**src/rtl/pc_pkg.sv**
```systemverilog
// Shared types and defaults for the IF-stage program counter unit.
// pc_state_t is the capture FSM state; pc_src_t names the next-PC source.
package pc_pkg;

  localparam int          DEF_XLEN         = 32;
  localparam logic [31:0] DEF_RESET_VECTOR = 32'h0000_0000;
  localparam int          DEF_INST_BYTES   = 4;

  typedef enum logic [1:0] {
    RUN       = 2'd0,
    PEND_RED  = 2'd1,
    PEND_TRAP = 2'd2
  } pc_state_t;

  typedef enum logic [2:0] {
    SRC_TRAP  = 3'd0,
    SRC_PTRAP = 3'd1,
    SRC_RED   = 3'd2,
    SRC_PRED  = 3'd3,
    SRC_SEQ   = 3'd4
  } pc_src_t;

endpackage

```
**src/rtl/pc_next_sel.sv**
```systemverilog
// Combinational next-PC priority mux and redirect alignment check.
// Priority: trap now > pending trap > aligned redirect now > pending redirect > PC+INST_BYTES.
// A redirect that coincides with a trap is discarded and never flagged as misaligned.
module pc_next_sel
  import pc_pkg::*;
#(
  parameter int XLEN       = DEF_XLEN,
  parameter int INST_BYTES = DEF_INST_BYTES
) (
  input  pc_state_t       i_state,
  input  logic [XLEN-1:0] i_pc,
  input  logic [XLEN-1:0] i_pend_target,
  input  logic            i_redirect_valid,
  input  logic [XLEN-1:0] i_redirect_target,
  input  logic            i_trap_valid,
  input  logic [XLEN-1:0] i_trap_target,
  output logic [XLEN-1:0] o_next_pc,
  output pc_src_t         o_src,
  output logic [XLEN-1:0] o_pc_plus_inc,
  output logic [XLEN-1:0] o_trap_aligned,
  output logic            o_red_ok,
  output logic            o_red_misalign
);

  logic [XLEN-1:0] w_low_mask;
  logic            w_red_low_set;

  assign w_low_mask     = XLEN'(INST_BYTES - 1);
  assign w_red_low_set  = |(i_redirect_target & w_low_mask);
  assign o_pc_plus_inc  = i_pc + XLEN'(INST_BYTES);
  assign o_trap_aligned = i_trap_target & ~w_low_mask;
  assign o_red_ok       = i_redirect_valid & ~i_trap_valid & ~w_red_low_set;
  assign o_red_misalign = i_redirect_valid & ~i_trap_valid &  w_red_low_set;

  // Fixed-priority source selection for the next fetch PC.
  always_comb begin
    o_src     = SRC_SEQ;
    o_next_pc = o_pc_plus_inc;
    if (i_trap_valid) begin
      o_src     = SRC_TRAP;
      o_next_pc = o_trap_aligned;
    end else if (i_state == PEND_TRAP) begin
      o_src     = SRC_PTRAP;
      o_next_pc = i_pend_target;
    end else if (o_red_ok) begin
      o_src     = SRC_RED;
      o_next_pc = i_redirect_target;
    end else if (i_state == PEND_RED) begin
      o_src     = SRC_PRED;
      o_next_pc = i_pend_target;
    end
  end

endmodule

```
**src/rtl/pc_unit.sv**
```systemverilog
// IF-stage program counter with branch/trap redirect capture across stalls.
// Handshake: the PC advances only when pc_valid & pc_write & if_ready; while held,
// a redirect or trap is captured into a single pending slot (traps dominate,
// youngest redirect wins) and applied on the next advance.
// Optional performance counters are built when PC_UNIT_PERF_CNT_EN is defined.
module pc_unit
  import pc_pkg::*;
#(
  parameter int              XLEN         = DEF_XLEN,
  parameter logic [XLEN-1:0] RESET_VECTOR = XLEN'(DEF_RESET_VECTOR),
  parameter int              INST_BYTES   = DEF_INST_BYTES  // power of two, >= 4
) (
  input  logic            clk,
  input  logic            reset,
  input  logic            pc_write,
  input  logic            if_ready,
  input  logic            redirect_valid,
  input  logic [XLEN-1:0] redirect_target,
  input  logic            trap_valid,
  input  logic [XLEN-1:0] trap_target,
  output logic [XLEN-1:0] pc_out,
  output logic            pc_valid,
  output logic [XLEN-1:0] pc_plus_inc,
  output logic            redirect_pending,
  output logic            misalign_err,
  output logic [1:0]      dbg_state
`ifdef PC_UNIT_PERF_CNT_EN
  ,
  output logic [31:0]     fetch_cnt,
  output logic [31:0]     stall_cnt,
  output logic [31:0]     redirect_cnt
`endif
);

  pc_state_t       r_state;
  logic [XLEN-1:0] r_pc;
  logic            r_pc_valid;
  logic [XLEN-1:0] r_pend_target;
  logic            r_misalign;

  logic            w_advance;
  logic [XLEN-1:0] w_next_pc;
  pc_src_t         w_src;
  logic [XLEN-1:0] w_trap_aligned;
  logic            w_red_ok;
  logic            w_red_misalign;

  assign w_advance        = r_pc_valid & pc_write & if_ready;
  assign pc_out           = r_pc;
  assign pc_valid         = r_pc_valid;
  assign redirect_pending = (r_state != RUN);
  assign misalign_err     = r_misalign;
  assign dbg_state        = r_state;

  pc_next_sel #(
    .XLEN       (XLEN),
    .INST_BYTES (INST_BYTES)
  ) u_next_sel (
    .i_state           (r_state),
    .i_pc              (r_pc),
    .i_pend_target     (r_pend_target),
    .i_redirect_valid  (redirect_valid),
    .i_redirect_target (redirect_target),
    .i_trap_valid      (trap_valid),
    .i_trap_target     (trap_target),
    .o_next_pc         (w_next_pc),
    .o_src             (w_src),
    .o_pc_plus_inc     (pc_plus_inc),
    .o_trap_aligned    (w_trap_aligned),
    .o_red_ok          (w_red_ok),
    .o_red_misalign    (w_red_misalign)
  );

  // PC register and pending-redirect capture FSM.
  always_ff @(posedge clk) begin
    if (reset) begin
      r_state       <= RUN;
      r_pc          <= RESET_VECTOR;
      r_pc_valid    <= 1'b0;
      r_pend_target <= '0;
      r_misalign    <= 1'b0;
    end else begin
      r_pc_valid <= 1'b1;
      r_misalign <= w_red_misalign;
      if (w_advance) begin
        r_pc    <= w_next_pc;
        r_state <= RUN;
      end else begin
        case (r_state)
          RUN, PEND_RED: begin
            if (trap_valid) begin
              r_state       <= PEND_TRAP;
              r_pend_target <= w_trap_aligned;
            end else if (w_red_ok) begin
              r_state       <= PEND_RED;
              r_pend_target <= redirect_target;
            end
          end
          PEND_TRAP: begin
            if (trap_valid) begin
              r_pend_target <= w_trap_aligned;
            end
          end
          default: r_state <= RUN;
        endcase
      end
    end
  end

`ifdef PC_UNIT_PERF_CNT_EN
  logic [31:0] r_fetch_cnt;
  logic [31:0] r_stall_cnt;
  logic [31:0] r_redirect_cnt;

  assign fetch_cnt    = r_fetch_cnt;
  assign stall_cnt    = r_stall_cnt;
  assign redirect_cnt = r_redirect_cnt;

  // Free-running event counters; they wrap naturally at 2^32.
  always_ff @(posedge clk) begin
    if (reset) begin
      r_fetch_cnt    <= '0;
      r_stall_cnt    <= '0;
      r_redirect_cnt <= '0;
    end else begin
      if (w_advance) r_fetch_cnt <= r_fetch_cnt + 32'd1;
      if (r_pc_valid && !w_advance) r_stall_cnt <= r_stall_cnt + 32'd1;
      if (w_advance && (w_src != SRC_SEQ)) r_redirect_cnt <= r_redirect_cnt + 32'd1;
    end
  end
`endif

endmodule
```
**config.mk**
```make
export PLATFORM = sky130hd
export DESIGN_NAME = pc_unit
export DESIGN_NICKNAME = d
export VERILOG_FILES = /design/src/rtl/pc_pkg.sv /design/src/rtl/pc_next_sel.sv /design/src/rtl/pc_unit.sv
export SDC_FILE = /design/constraint.sdc
export NUM_CORES = 1
export LEC_CHECK = 0
export CAP_MARGIN = 40
export CELL_PAD_IN_SITES_DETAIL_PLACEMENT = 1
export CELL_PAD_IN_SITES_GLOBAL_PLACEMENT = 2
export CORE_UTILIZATION = 27
export CTS_BUF_LIST = sky130_fd_sc_hd__clkbuf_8
export DETAILED_ROUTE_END_ITERATION = 16
export GPL_TIMING_DRIVEN = 0
export PLACE_DENSITY = 0.94
export SLEW_MARGIN = 20
export SYNTH_ARGS = -nofsm -noshare
export SYNTH_HDL_FRONTEND = slang
export SYNTH_SLANG_ARGS = --single-unit
```
**constraint.sdc**
```tcl
create_clock -name clk -period 2.61 [get_ports clk]
set_clock_uncertainty 0.2 [all_clocks]
set_input_delay 0.6525 -clock clk [delete_from_list [all_inputs] [get_ports clk]]
set_output_delay 0.6525 -clock clk [all_outputs]
set_load 0.005 [all_outputs]
```
==> results list <==
- Final critical-path share of the clock period: 116.3%
* Logic gate share of total power: between 20 and 30%
- The floorplan step set the die width to approximately 130 um.
- Switching power share of the total: between 30 and 40%
- In the layout the commonest cells are sky130_fd_sc_hd__clkdlybuf4s50_1 (102), sky130_fd_sc_hd__buf_4 (94), sky130_fd_sc_hd__nand2_1 (81).
- Register clock-pin slew on the reported worst setup and hold paths: approximately 0.080 ns
- R2r startpoint: dbg_state[1]$_SDFFE_PP0P_
* Power Internal: roughly 1.8 mW
- The die covers about 0.018 mm^2.
- TritonCTS clock tree: built
* Vias in the first global route: approximately 6700
- Complex-gate fraction of the synthesized area: between 30% and 40%
- The analysis attributes to net switching a power of slightly below 1 mW.
- The run finished, with violations left.
- At the end of the flow, the number of nets in the layout was slightly below 1000.
- Core area: ~0.017 mm^2
- Pre-CTS WS: -1.071 ns
- After detailed routing, the wire length on met1 is roughly 11 mm.
* Met3 WL: between 2 and 2.5 mm
- STA puts the critical path data required time at approximately 1.8 ns.
* Non-Filler Instances: 1113
- between 100 and 150 I/O pins were placed.
* Final critical delay including setup and external delays: 3.036 ns
- The worst setup path is launched from a flop.
* Slew at the pin with the worst max-slew slack: around 0.75 ns
- The worst-case IR drop observed on VDD is around 0.25 mV.
- Arrival time of the worst setup path: between 2 and 2.5 ns
* CTS Hold Buffers Added: 0
- Post-placement cell count: around 990
- After detailed routing, the number of vias per cell comes to ~6.
- Iteration-0 DRC Markers: between 600 and 700
* Cell breakdown of the critical path: nand4_1 -> buf_4 -> nor4_4 -> buf_4 -> buf_6 -> nand4_1 -> xnor2_1 -> buf_2
- Of the total synthesized cell area, the portion taken by XOR and XNOR cells is 5.077%.
- Headroom to the max-slew limit came out at 49.68%.
* Top routing layer in use: met4
- The critical path is of the reg2out type.
* Setup slack of the worst register-to-register path: approximately 0.050 ns
- Most common library cell in the layout ignoring fill and taps: sky130_fd_sc_hd__clkdlybuf4s50_1
* HPWL after DPL: 16.68 mm
- Overall routing resource usage: 29.60%
- Violated checks: setup timing
- In this run, synthesis inferred 0 flip-flops with an integrated enable.
* Static Leak: between 3 and 4 nW
- Ratio of cells with drive above 1 in the final layout: 31.02%
- Max stage delay cell, worst path: sky130_fd_sc_hd__dfxtp_4
- Synthesis produced a netlist whose cell count is about 630.
- Hold EP: r_pend_target[1]$_SDFFE_PP0P_
- Max Transition Viols Final: 0
- Once routing completed, OpenROAD measured the worst setup slack at -0.4264 ns.
- Capture point of the worst reg-to-reg path: r_pend_target[19]$_SDFFE_PP0P_
- Biggest area contributors in the synthesized netlist: sky130_fd_sc_hd__dfxtp_1 (29%), sky130_fd_sc_hd__nand2_1 (6.8%), sky130_fd_sc_hd__a311oi_1 (5.3%)
- CTS root buf: sky130_fd_sc_hd__clkbuf_8
- The netlist uses 60 different library cells.
- Power per Cell Area: approximately 350 mW/mm^2
* Combined buffer and inverter count along the critical path: 4
* Maximum buffer depth of the clock tree: 2
- Clock power share: 28.3%
* Critical Path Sink Type: output port
- Entering global routing, the biggest net connects 11 pins.
- Async SR Flop Fraction: 0%
* Total number of placement rows: 47
- Setup repair after global routing could not meet its margin everywhere.
- Buffers inserted during clock tree synthesis total 9.
- Setup violations remaining at the end of the flow were counted as 24.
* Top cell type's share of synthesized area: 29.22%
* Synth area leader: sky130_fd_sc_hd__dfxtp_1
- Vias after detailed routing: approximately 6700
- Yosys printed 0 warnings.
- For this run, the leading register cell type out of synthesis is sky130_fd_sc_hd__dfxtp_1.
* Total inserted antenna cells: 0
- Counting the fill cells in the layout gives 2011.
- After synthesis, the largest family of logic cells by area is compound AO/OA/AOI/OAI gates.
- After global routing the overflow that remains totals 0.
- Flops & latches, synth: slightly below 70
- Top cell family by delay on the critical path: simple AND/OR/NAND/NOR gates
- Final routed DRC violation total: 0
* Area growth syn-to-layout: 72.82%
* Hold Path Stages: 1
* Largest driver fanout on the critical path: 4
* Clock sinks: 68
- In this run the most critical hold path is launched from r_pend_target[1]$_SDFFE_PP0P_.
* Antenna viol nets, final: 0
- During placement, the flow inserted port buffers numbering 135.
- Sequential cells account for a little over two fifths of the total power.
- The path class of the tightest hold or removal check is reg2reg.
- F_max: 0.3293 GHz
- The initial utilization of the core area, before any placement, comes to between 20% and 30%.
- Number of levels the H-tree was split into: 3
- Dividing the detail-routed wire length by the instance count gives between 20 and 25 um.
- Total standard cell area after synthesis: between 0.004 and 0.005 mm^2
* Final Routed Wirelength: 27.38 mm
- Wire length of the first global-routing pass: between 30 and 40 mm
- Routability-driven placement finished with a final weighted congestion of 0.8879.
* Share of synthesized area occupied by flip-flops and latches: a little under 30%
* Worst Reg-to-Reg Cells: 7
* Number of antenna violations at the first check in global routing: 0
- Hold Fails Final Rpt: 0
- Number of iterations in the first detailed-routing pass: 6
- Mapped Nets: ~700
* Multiplexer share of the synthesized area: less than 1%
* Max incr delay on CP: about 0.38 ns
- Across the run, the number of max-cap violations was 0.
- Height of the die: between 100 and 150 um
- Summing the areas of all fa, ha and maj instances in the mapped netlist gives less than 1% of the synthesized area.
- Summing internal, switching and leakage power gives roughly 2.8 mW.
- Summing the areas of all and, or, nand and nor instances in the mapped netlist gives between 20% and 30% of the synthesized area.
- After detailed routing, the met2 layer carries 12.87 mm of wire.
- Clock insertion delay at the later pin of the skew report: ~0.39 ns
- Per-instance average area after synthesis: 7.371 um^2
==> layer usage <==
metal | global-route usage (%) | vias to the layer above
met2 | 47.80 | 424
met1 | 36.47 | 3227
met3 | 5.556 | 127
met4 | 18.06 | 0
met5 | 0 | -
li1 | - | 2891
==> final cells by class <==
cell class	count	area [um^2]	share of cell area, %
Inverter	17	63.81	0.7927
Tap cell	220	275.3	3.419
Sequential cell	68	1451	18.03
Clock buffer	10	137.6	1.710
Buffer	50	367.9	4.569
Clock inverter	2	7.507	0.09325
Multi-Input combinational cell	495	3510	43.60
Timing Repair Buffer	251	2237	27.79
==> power groups by stage <==
stage,registers (mW),logic (mW),clock network (mW)
finish,1.17,0.840,0.794
global route,1.18,0.883,0.832
CTS,1.16,0.771,0.773
detailed placement,1.20,0.713,0
global placement,1.20,0.703,0
floorplan,1.18,0.349,0
==> registers in the layout, summed over array words and instances, names as in the netlist <==
| signal | flops |
|---|---|
| pc_out | 32 |
| pc_valid | 1 |
| misalign_err | 1 |
| r_pend_target | 32 |
| dbg_state | 2 |
==> how the worst max path moves through the flow <==
stage	to	start	cells after the start	slack, ns
2_1_floorplan	pc_plus_inc[28]	pc_out[2]$_SDFFE_PP0P_	6	0.13
3_3_place_gp	pc_plus_inc[16]	pc_out[2]$_SDFFE_PP0P_	6	-1.07
3_5_place_dp	pc_plus_inc[16]	pc_out[2]$_SDFFE_PP0P_	6	-1.07
4_1_cts	pc_plus_inc[25]	pc_out[2]$_SDFFE_PP0P_	7	-0.27
5_1_grt	pc_plus_inc[25]	pc_out[18]$_SDFFE_PP0P_	8	-0.44
6_report	pc_plus_inc[25]	pc_out[18]$_SDFFE_PP0P_	8	-0.43
==> metrics by stage <==
stage | utilization [%] | TNS [ns] | instance area, um^2 | hold slack [ns]
floorplan | - | 0 | 4658 | 0.2574
global placement | 37.63 | -58.31 | 6285 | 0.2623
detailed placement | 37.66 | -59.46 | 6290 | 0.2692
CTS | 46.01 | -2.381 | 7685 | 0.2804
global route | 48.20 | -5.582 | 8050 | 0.3046
finish | 48.20 | -4.649 | 8050 | 0.2938
==> cells in the mapped netlist (all sizes together), types with 2 or more instances <==
master and instances:
nand2 85, dfxtp 68, nor2 60, o21ai 43, a21oi 34, clkbuf 30, nand3 29, a311oi 28
buf 22, inv 17, xnor2 17, nor3 16, a221oi 13, and3 10, or3 10, xor2 10
a211oi 9, nand2b 9, nand4 9, a221o 8, a22o 8, a31oi 8, and2 8, nor4 8
o31ai 7, nor3b 6, o211ai 6, nand3b 5, o22ai 5, o2bb2ai 5, o311ai 5, nand4b 4
a21o 3, a31o 3, a41oi 3, o2111a 3, o221ai 3, nor2b 2, o41ai 2
==> cells by family (layout without fill, tap and decap cells) <==
logic type,after synthesis,count (layout)
xor+xnor,27,27
simple gates,266,266
flops,68,68
buf+inv,69,330
mux,1,1
compound gates,200,200
fa+ha+maj,1,1
==> what timing repair did <==
| item | 4_1_cts | 5_1_grt |
|---|---|---|
| buffers inserted | 87 | 37 |
| resized for setup | 268 | 42 |
| setup endpoints to repair | 95 | 77 |
| pin swaps | 44 | 38 |
| cloned | 0 | 1 |
==> worst reg2reg max path, stage by stage (launching register included) <==
cell	delay, ns
sky130_fd_sc_hd__dfxtp_4	0.40
sky130_fd_sc_hd__nor2b_1	0.14
sky130_fd_sc_hd__clkbuf_1	0.31
sky130_fd_sc_hd__nor2_1	0.27
sky130_fd_sc_hd__buf_2	0.30
sky130_fd_sc_hd__clkbuf_2	0.35
sky130_fd_sc_hd__nand2_1	0.13
sky130_fd_sc_hd__a311oi_1	0.35
No activity file was read; power rests on OpenSTA's default activity.
